### config.mk
export PLATFORM = sky130hd
export DESIGN_NAME = itrx_aib_phy_repair_dec
export DESIGN_NICKNAME = d
export VERILOG_FILES = /design/src/rtl/itrx_aib_phy_repair_pkg.sv /design/src/rtl/itrx_aib_phy_repair_dec.sv
export SDC_FILE = /design/constraint.sdc
export NUM_CORES = 1
export LEC_CHECK = 0
export ABC_CLOCK_PERIOD_IN_PS = 7200
export CORE_MARGIN = 10
export CORE_UTILIZATION = 50
export CTS_BUF_LIST = sky130_fd_sc_hd__clkbuf_2 sky130_fd_sc_hd__clkbuf_4 sky130_fd_sc_hd__clkbuf_8
export DETAILED_ROUTE_END_ITERATION = 10
export PLACE_DENSITY_LB_ADDON = 0.25
export SYNTH_ARGS = -nofsm -noshare
export SYNTH_HDL_FRONTEND = slang
export SYNTH_SLANG_ARGS = --single-unit
### constraint.sdc
create_clock -name clk -period 7.2 [get_ports clk]
set_input_delay 1.08 -clock clk [delete_from_list [all_inputs] [get_ports clk]]
set_output_delay 1.08 -clock clk [all_outputs]
set_load 0.005 [all_outputs]
### src/rtl/itrx_aib_phy_repair_pkg.sv
// Shared types and constants for the AIB repair encoder/decoder pair.
package itrx_aib_phy_repair_pkg;

    localparam int RED_W       = 45;
    localparam int SPLIT       = 23;
    localparam int TX_MIN_ONES = 2;
    localparam int MAX_ADDR    = 21;

    typedef logic [10:0] repair_word_t;

    typedef enum logic [1:0] {
        IDLE = 2'd0,
        SCAN = 2'd1,
        EVAL = 2'd2
    } dec_state_t;

    typedef struct packed {
        logic         err;
        logic         vld;
        repair_word_t nvm;
    } dec_result_t;

    // Turns the scan accumulators into the repair word.
    // TX uses one extra engaged stage, so its address is offset by TX_MIN_ONES.
    function automatic dec_result_t decode_counts(
        input logic [4:0] tx_cnt,
        input logic [4:0] rx_cnt,
        input logic       bad
    );
        dec_result_t res;
        res = '0;
        if (tx_cnt == 5'd0 && rx_cnt == 5'd0) begin
            res = '0;
        end else if (!bad && rx_cnt == 5'd0 && tx_cnt >= 5'(TX_MIN_ONES)
                     && tx_cnt <= 5'(MAX_ADDR + TX_MIN_ONES)) begin
            res.vld = 1'b1;
            res.nvm = {1'b1, 5'd0, tx_cnt - 5'(TX_MIN_ONES)};
        end else if (!bad && tx_cnt == 5'd0 && rx_cnt <= 5'(MAX_ADDR + 1)) begin
            res.vld = 1'b1;
            res.nvm = {1'b0, 5'd0, rx_cnt - 5'd1};
        end else begin
            res.err = 1'b1;
        end
        return res;
    endfunction

endpackage

### src/rtl/itrx_aib_phy_repair_dec.sv
// Serial decoder from the 45-bit redun_engage vector back to the 11-bit repair word.
// Optional expected-value compare enabled by ITRX_AIB_PHY_REPAIR_DEC_CMP_EN.
module itrx_aib_phy_repair_dec #(
    parameter int unsigned MAXCH = 32'd1,
    parameter int          RED_W = itrx_aib_phy_repair_pkg::RED_W,
    parameter int          SPLIT = itrx_aib_phy_repair_pkg::SPLIT
) (
    input  logic                   clk,
    input  logic                   rst,
    input  logic                   start,
    input  logic [RED_W-1:0]       redun_engage,
`ifdef ITRX_AIB_PHY_REPAIR_DEC_CMP_EN
    input  logic [10:0]            exp_info,
    input  logic [0:0]             exp_vld,
    output logic                   mismatch,
`endif
    output logic                   busy,
    output logic                   done,
    output logic [MAXCH-1:0][10:0] repair_info_nvm,
    output logic [MAXCH-1:0]       repair_info_vld,
    output logic                   decode_err
);
    import itrx_aib_phy_repair_pkg::*;

    localparam logic [5:0] SPLIT_IDX = 6'(SPLIT);
    localparam logic [5:0] LAST_IDX  = 6'(RED_W - 1);

    dec_state_t       state_reg;
    logic [5:0]       idx_reg;
    logic [RED_W-1:0] snap_reg;
    logic [4:0]       tx_cnt_reg;
    logic [4:0]       rx_cnt_reg;
    logic             bad_reg;
    logic             tx_seen_reg;
    logic             rx_gap_reg;
    logic             pub_reg;
    logic             busy_reg;
    logic             done_reg;
    repair_word_t     nvm_reg;
    logic             vld_reg;
    logic             err_reg;
    logic             scan_bit;
    dec_result_t      dec;

    assign scan_bit = snap_reg[idx_reg];
    assign dec      = decode_counts(tx_cnt_reg, rx_cnt_reg, bad_reg);

`ifdef ITRX_AIB_PHY_REPAIR_DEC_CMP_EN
    repair_word_t exp_info_reg;
    logic         exp_vld_reg;
    logic         mismatch_reg;

    always_ff @(posedge clk or posedge rst) begin
        if (rst) begin
            exp_info_reg <= '0;
            exp_vld_reg  <= 1'b0;
            mismatch_reg <= 1'b0;
        end else if (state_reg == IDLE && !pub_reg && start) begin
            exp_info_reg <= exp_info;
            exp_vld_reg  <= exp_vld[0];
        end else if (state_reg == EVAL) begin
            mismatch_reg <= dec.err ||
                ({dec.vld, dec.nvm} != {exp_vld_reg, exp_vld_reg ? exp_info_reg : 11'd0});
        end
    end

    assign mismatch = mismatch_reg;
`endif

    always_ff @(posedge clk or posedge rst) begin
        if (rst) begin
            state_reg   <= IDLE;
            idx_reg     <= '0;
            snap_reg    <= '0;
            tx_cnt_reg  <= '0;
            rx_cnt_reg  <= '0;
            bad_reg     <= 1'b0;
            tx_seen_reg <= 1'b0;
            rx_gap_reg  <= 1'b0;
            pub_reg     <= 1'b0;
            busy_reg    <= 1'b0;
            done_reg    <= 1'b0;
            nvm_reg     <= '0;
            vld_reg     <= 1'b0;
            err_reg     <= 1'b0;
        end else begin
            done_reg <= 1'b0;
            case (state_reg)
                IDLE: begin
                    // Results landed in EVAL; this cycle only retires busy and pulses done.
                    if (pub_reg) begin
                        pub_reg  <= 1'b0;
                        busy_reg <= 1'b0;
                        done_reg <= 1'b1;
                    end else if (start) begin
                        snap_reg    <= redun_engage;
                        idx_reg     <= '0;
                        tx_cnt_reg  <= '0;
                        rx_cnt_reg  <= '0;
                        bad_reg     <= 1'b0;
                        tx_seen_reg <= 1'b0;
                        rx_gap_reg  <= 1'b0;
                        busy_reg    <= 1'b1;
                        state_reg   <= SCAN;
                    end
                end
                SCAN: begin
                    // TX ones must sit at the top of [22:0]; RX ones at the bottom of [44:23].
                    if (idx_reg < SPLIT_IDX) begin
                        if (scan_bit) begin
                            tx_cnt_reg  <= tx_cnt_reg + 5'd1;
                            tx_seen_reg <= 1'b1;
                        end else if (tx_seen_reg) begin
                            bad_reg <= 1'b1;
                        end
                    end else begin
                        if (scan_bit) begin
                            rx_cnt_reg <= rx_cnt_reg + 5'd1;
                            if (rx_gap_reg) begin
                                bad_reg <= 1'b1;
                            end
                        end else begin
                            rx_gap_reg <= 1'b1;
                        end
                    end
                    if (idx_reg == LAST_IDX) begin
                        state_reg <= EVAL;
                    end else begin
                        idx_reg <= idx_reg + 6'd1;
                    end
                end
                EVAL: begin
                    nvm_reg   <= dec.nvm;
                    vld_reg   <= dec.vld;
                    err_reg   <= dec.err;
                    pub_reg   <= 1'b1;
                    state_reg <= IDLE;
                end
                default: state_reg <= IDLE;
            endcase
        end
    end

    assign busy               = busy_reg;
    assign done               = done_reg;
    assign decode_err         = err_reg;
    assign repair_info_nvm[0] = nvm_reg;
    assign repair_info_vld[0] = vld_reg;

    generate
        for (genvar gi = 1; gi < MAXCH; gi++) begin : g_unused_ch
            assign repair_info_nvm[gi] = '0;
            assign repair_info_vld[gi] = 1'b0;
        end
    endgenerate

endmodule

==> flow_summary.toml <==
[clocking]
clock_sinks = 77
cts_buffer_depth = 2
cts_setup_buffers = 0
cts-root-buf = "clkbuf_8"
cts-htree-levels = 3
cts_made_buffers = 9
path_clk_slew_ps = 70
ctsHoldBuffers = 0
cts_resized = 0
insertion_delay_ps = 350
cts_tree = "done"

[logic_synthesis]
synthArstFlopShare_pct = 100
ys_types = 55
yosys_warnings = 0
synthCells = 427
post-synth-top-area-fraction_pct = 48.0
ys.flop_type = "dfrtp_1"
yosys-top-cells-area = "dfrtp_1, nand2_1, mux4_2, ha_1, mux2i_1"
synth-edff-count = 0
synth_area_sq_um = 4010
seq_area_frac_synth_pct = 48.0
syn_area_per_cell_sq_um = 9.40
synth_top_cell_by_area = "dfrtp_1"
synth_seq_cells = 77

[worst_setup_path]
path_class = "in -> reg"
worstPathRequired_ps = 7420
cp_max_fo = 56
cp.arrival_ps = 3290
timing.rr.start = "idx_reg[0]"
start_kind = "primary input"
end_kind = "register"
setup.worst_path.start = "start"

[floorplanning]
rows = 32
start_util_pct = 51.7
core_sq_um = 7770
die_height_um = 110
dieArea_sq_um = 12000
die_w_um = 110
ioPinCount = 63

[cells_and_area]
utilization_pct = 61.3
diodes = 0
drive_gt1_share_pct = 8.44
area_growth_pct = 18.6
final_nets = 527
largest_reg_flops = 45

[routing]
vias = 3007
drc = 0
wl_um = 8500
vias_per_cell = 5.22
drt_iter0_drc = 148
detail-route-antenna-nets = 0
avgRoutedWirePerCell_um = 14.8
first_pass_iters = 4

[sta]
slew_headroom_pct = 30.3
rsz0062_at_grt = "no"
final.setup_skew_ps = 10.8
hold_slack_ps = 475
slew_violations = 0
setup-violations-final = 0
setup_tns_ps = 0
tightest_slew_ps = 1040
post-route-period-util_pct = 42.6
fin_crit_ps = 3070
final_hold_viol_count = 0
fmax_mhz = 326

[min_path]
hp-start = "snap_reg[3]"
hp-class = "reg -> reg"

[grt]
overflow = 0
grt_max_degree = 78
grt_pass1_vias = 3047
grt_use_total_pct = 14.8
grt_pass1_wl_um = 14200
antenna_found_initial = 0

[job]
maxCapViolations = 0

[placement]
gp_congestion = 0.876
hpwl_um = 5890
port_buffers = 57

[power]
p_leak_uw = 0.00233
vdd_drop_max_mv = 0.185
power.density_nw_per_um2 = 385

[status]
outcome = "finished, final reports clean"
[cells in the mapped netlist, types with 5 or more instances]
cell      number
clkbuf_1      16
nor2_1        14
dfrtp_1       77
ha_1          10
inv_1         14
nand3_1       10
mux2i_1       10
xnor2_1        5
a21oi_1        5
a22o_1         6
buf_4          6
nand2_1      162
mux4_2         7
o21ai_0        9
[routing by layer]
layer / track usage, % / vias to the layer above / wire length, um
li1: - / 1495 / -
met1: 18.8 / 1432 / 3930
met2: 23.7 / 70 / 4020
met3: 3.92 / 10 / 413
met4: 5.76 / 0 / 134
met5: 0 / - / 0
[worst max-delay path, stage by stage]
cell and delay, ps:
clkdlybuf4s50_1 450, nor2b_1 230, and2_2 850, nor4b_1 200, a221oi_2 340, o211ai_1 130
[where the power goes]
part           internal, uW  switching [uW]  leakage, uW
logic                   368             362      0.00127
registers               607             188     0.000965
clock network           151             154    0.0000925
total                  1130             705      0.00233
[metrics by stage]
stage	instances	area (sq um)	power (uW)	worst slack (ps)
floorplan	431	4030	1390	4150
global placement	560	4570	1500	3890
detailed placement	560	4570	1530	3740
CTS	576	4760	1840	4090
global route	576	4760	1980	3920
finish	576	4760	1830	4130
[cell usage in the layout, fill, tap and decap left out, types with 2 or more instances in the layout]
cell             Yosys  layout
clkbuf_4             0       2
and2_1               4       3
a22o_1               6       6
dfrtp_1             77      77
inv_1               14      13
nor2b_1              4       4
nand2b_1             3       3
o31ai_1              3       3
nor2_1              14      14
nor3b_1              3       3
nor4b_1              2       2
clkbuf_8             0      11
mux4_1               2       2
nand4_1              3       3
a21oi_1              5       5
nand2_1            162     161
o21ai_0              9       9
a311oi_1             2       2
mux2i_1             10      10
clkinvlp_4           0       2
nand3_1             10      10
mux4_2               7       7
xor2_1               4       4
mux2_2               3       3
ha_1                10      10
a21o_1               3       3
xnor2_1              5       5
conb_1               1       5
clkdlybuf4s50_1      0      57
nor4_1               2       2
a31o_2               2       2
nor3_1               3       3
o211ai_1             2       2
[cell type report]
| type | instances | area, sq um |
|---|---|---|
| Multi-Input combinational cell | 309 | 1890 |
| Inverter | 14 | 52.6 |
| Tap cell | 102 | 128 |
| Clock buffer | 13 | 166 |
| Timing Repair Buffer | 58 | 578 |
| Clock inverter | 3 | 20.0 |
| Sequential cell | 77 | 1930 |
| Fill cell | 697 | 3010 |
[path summary, 6_finish.rpt]
| path | end | slack, ps | cells past startpoint |
|---|---|---|---|
| min reg2reg | snap_reg[3] | 470 | 2 |
| max reg2reg | rx_cnt_reg[2] | 4340 | 7 |
| min | snap_reg[3] | 470 | 2 |
| max in group asynchronous | snap_reg[12] | 5220 | 3 |
| max | rx_cnt_reg[2] | 4130 | 6 |
| min in group asynchronous | snap_reg[28] | 1340 | 3 |
[kinds of logic after synthesis]
kind of cell | after synthesis | share of synthesized area [%]
AND/OR/NAND/NOR | 215 | 22.6
flip-flops | 77 | 48.0
AO/OA/AOI/OAI | 48 | 10.3
buffers and inverters | 45 | 5.39
multiplexers | 22 | 8.57
adder cells (fa/ha/maj) | 10 | 3.12
XOR/XNOR | 9 | 1.96
other | 1 | 0.0935
Power figures use the tool's default switching activity.
